### src/rtl/turn_sequencer.sv
`default_nettype none
// ----------------------------------------------------------------------------
// turn_sequencer: dice-roll / jump-table turn controller for 2-4 players.
// Rev 1.0
// ----------------------------------------------------------------------------
module turn_sequencer #(
  parameter int NUM_PLAYERS = 2,
  parameter int BOARD_MAX   = 100,
  parameter int POS_W       = 7,
  parameter int MAX_BONUS   = 2
) (
  input  logic                         clk,
  input  logic                         reset,
  input  logic                         start,
  output logic                         roll_req,
  input  logic                         roll_valid,
  input  logic [2:0]                   roll_value,
  output logic                         jump_req,
  output logic [POS_W-1:0]             jump_query,
  input  logic                         jump_ack,
  input  logic [POS_W-1:0]             jump_dest,
  output logic [NUM_PLAYERS*POS_W-1:0] positions,
  output logic [1:0]                   cur_player,
  output logic                         move_done,
  output logic                         bad_roll,
  output logic [1:0]                   winner,
  output logic                         game_over
);

  localparam int               BON_W       = (MAX_BONUS > 0) ? $clog2(MAX_BONUS + 1) : 1;
  localparam logic [POS_W:0]   MAX_T       = (POS_W+1)'(BOARD_MAX);
  localparam logic [1:0]       LAST_PLAYER = 2'(NUM_PLAYERS - 1);
  localparam logic [BON_W-1:0] BON_MAX     = BON_W'(MAX_BONUS);

  localparam logic [2:0] S_IDLE  = 3'd0;
  localparam logic [2:0] S_ROLL  = 3'd1;
  localparam logic [2:0] S_JUMP  = 3'd2;
  localparam logic [2:0] S_CHECK = 3'd3;
  localparam logic [2:0] S_NEXT  = 3'd4;
  localparam logic [2:0] S_DONE  = 3'd5;

  logic [2:0]       state_q, state_d;
  logic [POS_W-1:0] pos_q [NUM_PLAYERS];
  logic [POS_W-1:0] pos_d [NUM_PLAYERS];
  logic [1:0]       cur_q, cur_d;
  logic [BON_W-1:0] bonus_q, bonus_d;
  logic [POS_W-1:0] query_q, query_d;
  logic             six_q, six_d;
  logic             move_done_q, move_done_d;
  logic             bad_roll_q, bad_roll_d;
  logic [1:0]       winner_q, winner_d;

  logic [POS_W-1:0] w_cur_pos;
  logic [POS_W:0]   w_target;
  logic             w_roll_ok;

  always_comb begin
    w_cur_pos = '0;
    for (int i = 0; i < NUM_PLAYERS; i++) begin
      if (cur_q == 2'(i)) w_cur_pos = pos_q[i];
    end
  end

  // Extra bit keeps overshoot past BOARD_MAX visible even near the top of the range.
  assign w_target  = {1'b0, w_cur_pos} + (POS_W+1)'(roll_value);
  assign w_roll_ok = (roll_value != 3'd0) && (roll_value != 3'd7);

  always_comb begin
    state_d     = state_q;
    pos_d       = pos_q;
    cur_d       = cur_q;
    bonus_d     = bonus_q;
    query_d     = query_q;
    six_d       = six_q;
    move_done_d = 1'b0;
    bad_roll_d  = 1'b0;
    winner_d    = winner_q;
    case (state_q)
      S_IDLE, S_DONE: begin
        if (start) begin
          state_d = S_ROLL;
          for (int i = 0; i < NUM_PLAYERS; i++) pos_d[i] = '0;
          cur_d    = 2'd0;
          bonus_d  = '0;
          six_d    = 1'b0;
          winner_d = 2'd0;
        end
      end
      S_ROLL: begin
        if (roll_valid) begin
          if (!w_roll_ok) begin
            bad_roll_d = 1'b1;
          end else begin
            six_d = (roll_value == 3'd6);
            if (w_target > MAX_T) begin
              move_done_d = 1'b1;
              state_d     = S_NEXT;
            end else begin
              query_d = w_target[POS_W-1:0];
              state_d = S_JUMP;
            end
          end
        end
      end
      S_JUMP: begin
        if (jump_ack) begin
          for (int i = 0; i < NUM_PLAYERS; i++) begin
            if (cur_q == 2'(i))
              pos_d[i] = ({1'b0, jump_dest} > MAX_T) ? query_q : jump_dest;
          end
          move_done_d = 1'b1;
          state_d     = S_CHECK;
        end
      end
      S_CHECK: begin
        if ({1'b0, w_cur_pos} == MAX_T) begin
          state_d  = S_DONE;
          winner_d = cur_q;
        end else begin
          state_d = S_NEXT;
        end
      end
      S_NEXT: begin
        if (six_q && (bonus_q < BON_MAX)) begin
          bonus_d = bonus_q + 1'b1;
        end else begin
          bonus_d = '0;
          cur_d   = (cur_q == LAST_PLAYER) ? 2'd0 : cur_q + 2'd1;
        end
        state_d = S_ROLL;
      end
      default: state_d = S_IDLE;
    endcase
  end

  always_ff @(posedge clk) begin
    if (reset) begin
      state_q     <= S_IDLE;
      for (int i = 0; i < NUM_PLAYERS; i++) pos_q[i] <= '0;
      cur_q       <= 2'd0;
      bonus_q     <= '0;
      query_q     <= '0;
      six_q       <= 1'b0;
      move_done_q <= 1'b0;
      bad_roll_q  <= 1'b0;
      winner_q    <= 2'd0;
    end else begin
      state_q     <= state_d;
      pos_q       <= pos_d;
      cur_q       <= cur_d;
      bonus_q     <= bonus_d;
      query_q     <= query_d;
      six_q       <= six_d;
      move_done_q <= move_done_d;
      bad_roll_q  <= bad_roll_d;
      winner_q    <= winner_d;
    end
  end

  generate
    for (genvar g = 0; g < NUM_PLAYERS; g++) begin : g_pack
      assign positions[g*POS_W +: POS_W] = pos_q[g];
    end
  endgenerate

  assign roll_req   = (state_q == S_ROLL);
  assign jump_req   = (state_q == S_JUMP);
  assign jump_query = query_q;
  assign cur_player = cur_q;
  assign move_done  = move_done_q;
  assign bad_roll   = bad_roll_q;
  assign winner     = winner_q;
  assign game_over  = (state_q == S_DONE);

endmodule
`default_nettype wire

### config.mk
export PLATFORM = sky130hd
export DESIGN_NAME = turn_sequencer
export DESIGN_NICKNAME = d
export VERILOG_FILES = /design/src/rtl/turn_sequencer.sv
export SDC_FILE = /design/constraint.sdc
export NUM_CORES = 1
export LEC_CHECK = 0
export BUFFER_PORTS_ARGS = -buffer_cell sky130_fd_sc_hd__buf_2
export CORE_MARGIN = 1.5
export CORE_UTILIZATION = 55
export DETAILED_ROUTE_END_ITERATION = 8
export GPL_TIMING_DRIVEN = 0
export PLACE_DENSITY = 0.81
export SLEW_MARGIN = 30
export SYNTH_ARGS = -nofsm -noshare
export SYNTH_HDL_FRONTEND = slang
export SYNTH_SLANG_ARGS = --single-unit
### constraint.sdc
create_clock -name clk -period 4.76 [get_ports clk]
set_input_delay 0.476 -clock clk [delete_from_list [all_inputs] [get_ports clk]]
set_output_delay 0.476 -clock clk [all_outputs]
set_load 0.005 [all_outputs]
==> report_table.html <==
<table>
<tr><th>Metric</th><th>Value</th></tr>
<tr><th colspan="2">Place</th></tr>
<tr><td>Worst slack, placed</td><td>1.39 ns</td></tr>
<tr><td>RD Place Congestion</td><td>0.970</td></tr>
<tr><td>Buffers added on ports</td><td>44</td></tr>
<tr><td>Post-detail-place hpwl</td><td>3850 um</td></tr>
<tr><th colspan="2">STA</th></tr>
<tr><td>RSZ-0062 raised after global routing</td><td>no</td></tr>
<tr><td>Final setup slack of the worst path</td><td>1.37 ns</td></tr>
<tr><td>Number of setup violations in the final report</td><td>0</td></tr>
<tr><td>Upper clock frequency limit</td><td>295 MHz</td></tr>
<tr><td>Number of failing hold endpoints at the final stage</td><td>0</td></tr>
<tr><td>Worst-margin pin slew</td><td>0.890 ns</td></tr>
<tr><td>Final period util</td><td>71.1%</td></tr>
<tr><td>Final setup skew</td><td>0.00470 ns</td></tr>
<tr><td>Clock period minus worst slack</td><td>3.39 ns</td></tr>
<tr><td>Relative max-transition margin</td><td>40.3%</td></tr>
<tr><td>Sum of negative setup slack</td><td>0 ns</td></tr>
<tr><td>Number of pins with negative max-slew slack in the final report</td><td>0</td></tr>
<tr><th colspan="2">Critical path</th></tr>
<tr><td>Critical-path maximum fanout</td><td>10</td></tr>
<tr><td>Cell repeated most along the worst path</td><td>sky130_fd_sc_hd__nor2_1</td></tr>
<tr><td>Crit Path Category</td><td>register to register</td></tr>
<tr><td>Crit-path max cell delay</td><td>0.58 ns</td></tr>
<tr><td>Arrival time worst endpoint</td><td>3.57 ns</td></tr>
<tr><td>Critical path's slowest cell</td><td>sky130_fd_sc_hd__nor4_4</td></tr>
<tr><td>Family with the most delay on the worst path</td><td>simple AND/OR/NAND/NOR gates</td></tr>
<tr><td>Reg2Reg Depth</td><td>12</td></tr>
<tr><td>Cell chain of the critical path</td><td>buf_6 &gt; buf_2 &gt; mux2i_1 &gt; nor2_1 &gt; inv_1 &gt; fa_1 &gt; nor2b_1 &gt; nor2_1 &gt; xor2_1 &gt; a221oi_2 &gt; nor4_4 &gt; mux2_2</td></tr>
<tr><td>Type of origin of the critical path</td><td>register</td></tr>
<tr><td>Number of buffers and inverters on the critical path</td><td>3</td></tr>
<tr><td>Worst Path Required</td><td>4.94 ns</td></tr>
<tr><td>R2R Path Start</td><td>cur_player[0]$_SDFFE_PP0P_</td></tr>
<tr><td>Slack of the worst reg-to-reg path</td><td>1.37 ns</td></tr>
<tr><td>Critical register-to-register path endpoint</td><td>jump_query[5]$_SDFFE_PP0P_</td></tr>
<tr><td>Category of the worst setup path capture point</td><td>register</td></tr>
<tr><th colspan="2">Die</th></tr>
<tr><td>Die Span Y</td><td>64.3 um</td></tr>
<tr><td>Die X</td><td>64.3 um</td></tr>
<tr><td>Boundary Pins</td><td>45</td></tr>
<tr><td>Core Area</td><td>3630 um^2</td></tr>
<tr><td>Num rows</td><td>22</td></tr>
<tr><td>Initial standard-cell utilization of the core</td><td>56.9%</td></tr>
<tr><td>Area of the die</td><td>4140 um^2</td></tr>
<tr><th colspan="2">Outcome</th></tr>
<tr><td>Result of the run</td><td>complete, no violations</td></tr>
<tr><th colspan="2">Hold path</th></tr>
<tr><td>Worst hold path depth</td><td>3</td></tr>
<tr><td>Hold/Removal Path Class</td><td>input pin to register</td></tr>
<tr><td>Start point of the worst min-delay path</td><td>roll_valid</td></tr>
<tr><td>Endpoint of the worst hold path</td><td>bad_roll$_SDFF_PP0_</td></tr>
<tr><th colspan="2">Cells and area</th></tr>
<tr><td>Area used by sequential logic in the layout</td><td>661 um^2</td></tr>
<tr><td>Final standard cell utilization of the core</td><td>68.3%</td></tr>
<tr><td>Number of nets at the end of the flow</td><td>319</td></tr>
<tr><td>Share of cells above drive strength 1</td><td>24.7%</td></tr>
<tr><td>Diodes inserted</td><td>0</td></tr>
<tr><td>Layout-stage area growth over the synthesis result</td><td>20.0%</td></tr>
<tr><td>Combined area of the multi-input logic cells</td><td>1310 um^2</td></tr>
<tr><td>Layout fillers</td><td>321</td></tr>
<tr><th colspan="2">CTS</th></tr>
<tr><td>Num CTS Buffers</td><td>5</td></tr>
<tr><td>Hold bufs inserted after CTS</td><td>0</td></tr>
<tr><td>Clock sink total</td><td>33</td></tr>
<tr><td>CTS tree</td><td>yes</td></tr>
<tr><td>Post-CTS setup-driven buffer insertion count</td><td>0</td></tr>
<tr><td>Clock latency at the later pin of the worst-skew pair</td><td>0.29 ns</td></tr>
<tr><td>CTS H-tree lvls</td><td>2</td></tr>
<tr><td>Number of buffers on the longest clock path</td><td>2</td></tr>
<tr><td>Clk slew on worst S/H paths</td><td>0.07 ns</td></tr>
<tr><td>Number of gates resized after CTS</td><td>0</td></tr>
<tr><td>Root buf cell</td><td>sky130_fd_sc_hd__clkbuf_8</td></tr>
<tr><th colspan="2">Detailed routing</th></tr>
<tr><td>Met2 routed WL</td><td>2480 um</td></tr>
<tr><td>Via-per-instance ratio</td><td>5.79</td></tr>
<tr><td>Via total after detailed routing</td><td>2016</td></tr>
<tr><td>DR top layer</td><td>met4</td></tr>
<tr><td>Average wire length per cell after detail routing</td><td>14.8 um</td></tr>
<tr><td>Initial detailed-routing violation count</td><td>162</td></tr>
<tr><td>Post-route met1 wirelength</td><td>2360 um</td></tr>
<tr><td>First-pass iteration count of the detailed router</td><td>4</td></tr>
<tr><td>Wire length reported by the detailed router</td><td>5150 um</td></tr>
<tr><td>Post-detailed-route count of antenna-violating nets</td><td>0</td></tr>
<tr><td>DRC viols</td><td>0</td></tr>
<tr><td>Routed length on met3</td><td>241 um</td></tr>
<tr><th colspan="2">Power</th></tr>
<tr><td>Standby leakage power</td><td>0.00114 uW</td></tr>
<tr><td>PD cells</td><td>281 nW/um^2</td></tr>
<tr><td>Peak ir drop on the vdd network</td><td>0.190 mV</td></tr>
<tr><th colspan="2">Yosys</th></tr>
<tr><td>Count of flip-flops with a built-in enable after synthesis</td><td>0</td></tr>
<tr><td>Sequential area share after synthesis</td><td>31.9%</td></tr>
<tr><td>Mean instance size in the synthesized netlist</td><td>8.34 um^2</td></tr>
<tr><td>Gate Count Post-Synth</td><td>248</td></tr>
<tr><td>Largest area contributor in the synthesized netlist</td><td>sky130_fd_sc_hd__dfxtp_1</td></tr>
<tr><td>Post-synth net total</td><td>268</td></tr>
<tr><td>Syn. warnings</td><td>0</td></tr>
<tr><td>Count of cell types in the netlist</td><td>49</td></tr>
<tr><td>Ranking of synthesized cells by area</td><td>sky130_fd_sc_hd__dfxtp_1, sky130_fd_sc_hd__mux2i_1, sky130_fd_sc_hd__nor2_1</td></tr>
<tr><td>Share of flip-flops with an asynchronous set or reset after synthesis</td><td>0%</td></tr>
<tr><td>Netlist area before placement</td><td>2070 um^2</td></tr>
<tr><td>Predominant post-synthesis flop cell</td><td>sky130_fd_sc_hd__dfxtp_1</td></tr>
<tr><td>Post-synth top area share</td><td>31.9%</td></tr>
<tr><td>Flip-flop and latch count after synthesis</td><td>33</td></tr>
<tr><th colspan="2">GRT</th></tr>
<tr><td>Number of antenna violations at the first check in global routing</td><td>0</td></tr>
<tr><td>Maximum number of pins on one net before global-route repair</td><td>12</td></tr>
<tr><td>GRT Total Usage</td><td>26.2%</td></tr>
<tr><td>Number of global-route vias before repair</td><td>1850</td></tr>
<tr><td>Global-route congestion overflow total</td><td>0</td></tr>
<tr><td>First-pass GRT wire length</td><td>8520 um</td></tr>
<tr><th colspan="2">Run</th></tr>
<tr><td>Reported max-cap violation count</td><td>0</td></tr>
</table>
## final cells by class
class / count / share of cell area [%]
Buffer: 12 / 2.27
Clock buffer: 5 / 2.77
Clock inverter: 3 / 2.62
Inverter: 12 / 1.81
Multi-Input combinational cell: 191 / 52.6
Sequential cell: 33 / 26.6
Tap cell: 48 / 2.42
Timing Repair Buffer: 44 / 8.87
## cells in the mapped netlist (7+ instances only)
master	count
sky130_fd_sc_hd__nand2_1	10
sky130_fd_sc_hd__dfxtp_1	33
sky130_fd_sc_hd__nor2_1	49
sky130_fd_sc_hd__inv_1	12
sky130_fd_sc_hd__clkbuf_1	8
sky130_fd_sc_hd__mux2i_1	27
sky130_fd_sc_hd__nor2b_1	9
sky130_fd_sc_hd__a21oi_1	11
sky130_fd_sc_hd__nor3_1	11
sky130_fd_sc_hd__mux2_2	7
## state kept, by name, indices dropped and copies added (netlist names)
register    flops
bonus_q         2
jump_query      7
state_q         3
move_done       1
bad_roll        1
cur_player      2
positions      14
winner          2
six_q           1
## report_power, final
part           total [uW]  switching, uW  internal, uW
sequential            284           3.14           281
clock                 315            107           208
combinational        98.1           57.8          40.2
total                 697            168           529
## layout by cell type (no fill, tap or decap), drive strengths merged, types with 4 or more instances in the layout
cell type  Yosys  routed
nor2          50      50
buf            4      48
dfxtp         33      33
mux2i         27      27
clkbuf         8      13
inv           12      12
a21oi         11      11
nor3          11      11
nand2         10      10
nor2b          9       9
mux2           7       7
nand2b         5       5
nand3          4       4
xor2           4       4
nor3b          4       4
ha             4       4
## how the worst max path moves through the flow
stage | start | to | slack (ns) | cells past startpoint
after floorplan | cur_player[0]$_SDFFE_PP0P_ | jump_query[1]$_SDFFE_PP0P_ | 1.78 | 12
after global placement | cur_player[0]$_SDFFE_PP0P_ | jump_query[4]$_SDFFE_PP0P_ | 1.42 | 12
after detailed placement | cur_player[0]$_SDFFE_PP0P_ | jump_query[1]$_SDFFE_PP0P_ | 1.39 | 12
after CTS | cur_player[0]$_SDFFE_PP0P_ | jump_query[1]$_SDFFE_PP0P_ | 1.39 | 12
after global routing | cur_player[0]$_SDFFE_PP0P_ | jump_query[1]$_SDFFE_PP0P_ | 1.12 | 12
final | cur_player[0]$_SDFFE_PP0P_ | jump_query[5]$_SDFFE_PP0P_ | 1.37 | 12
## worst reg2reg max path, cell delays in order (launching register included)
cell                       delay [ns]
sky130_fd_sc_hd__dfxtp_1         0.39
sky130_fd_sc_hd__buf_6           0.16
sky130_fd_sc_hd__buf_2           0.23
sky130_fd_sc_hd__mux2i_1         0.10
sky130_fd_sc_hd__nor2_1          0.17
sky130_fd_sc_hd__inv_1           0.09
sky130_fd_sc_hd__fa_1            0.42
sky130_fd_sc_hd__nor2b_1         0.24
sky130_fd_sc_hd__nor2_1          0.14
sky130_fd_sc_hd__xor2_1          0.23
sky130_fd_sc_hd__a221oi_2        0.12
sky130_fd_sc_hd__nor4_4          0.58
sky130_fd_sc_hd__mux2_2          0.41
## layer usage
layer  up-vias  global-route usage (%)
met5         -                       0
met4         0                    7.98
met3        11                    6.34
met2        61                    45.2
met1       969                    32.1
li1        975                       -
## kinds of logic (layout without fill, tap and decap cells)
| kind of cell | count (synthesis) | after routing | share of synthesized area, % |
|---|---|---|---|
| flops | 33 | 33 | 31.9 |
| xor+xnor | 6 | 6 | 2.54 |
| compound gates | 37 | 37 | 13.2 |
| simple gates | 109 | 109 | 27.1 |
| buf+inv | 24 | 76 | 4.90 |
| fa+ha+maj | 5 | 5 | 3.39 |
| mux | 34 | 34 | 16.9 |
## through the flow
step	instance area, um^2	power [uW]	hold WS (ns)	cells
floorplan	2070	357	0.463	248
global placement	2350	384	0.463	340
detailed placement	2350	386	0.470	340
CTS	2480	697	0.429	348
global route	2480	719	0.452	348
finish	2480	697	0.428	348
Note: power is estimated with default switching activity, not from simulation.
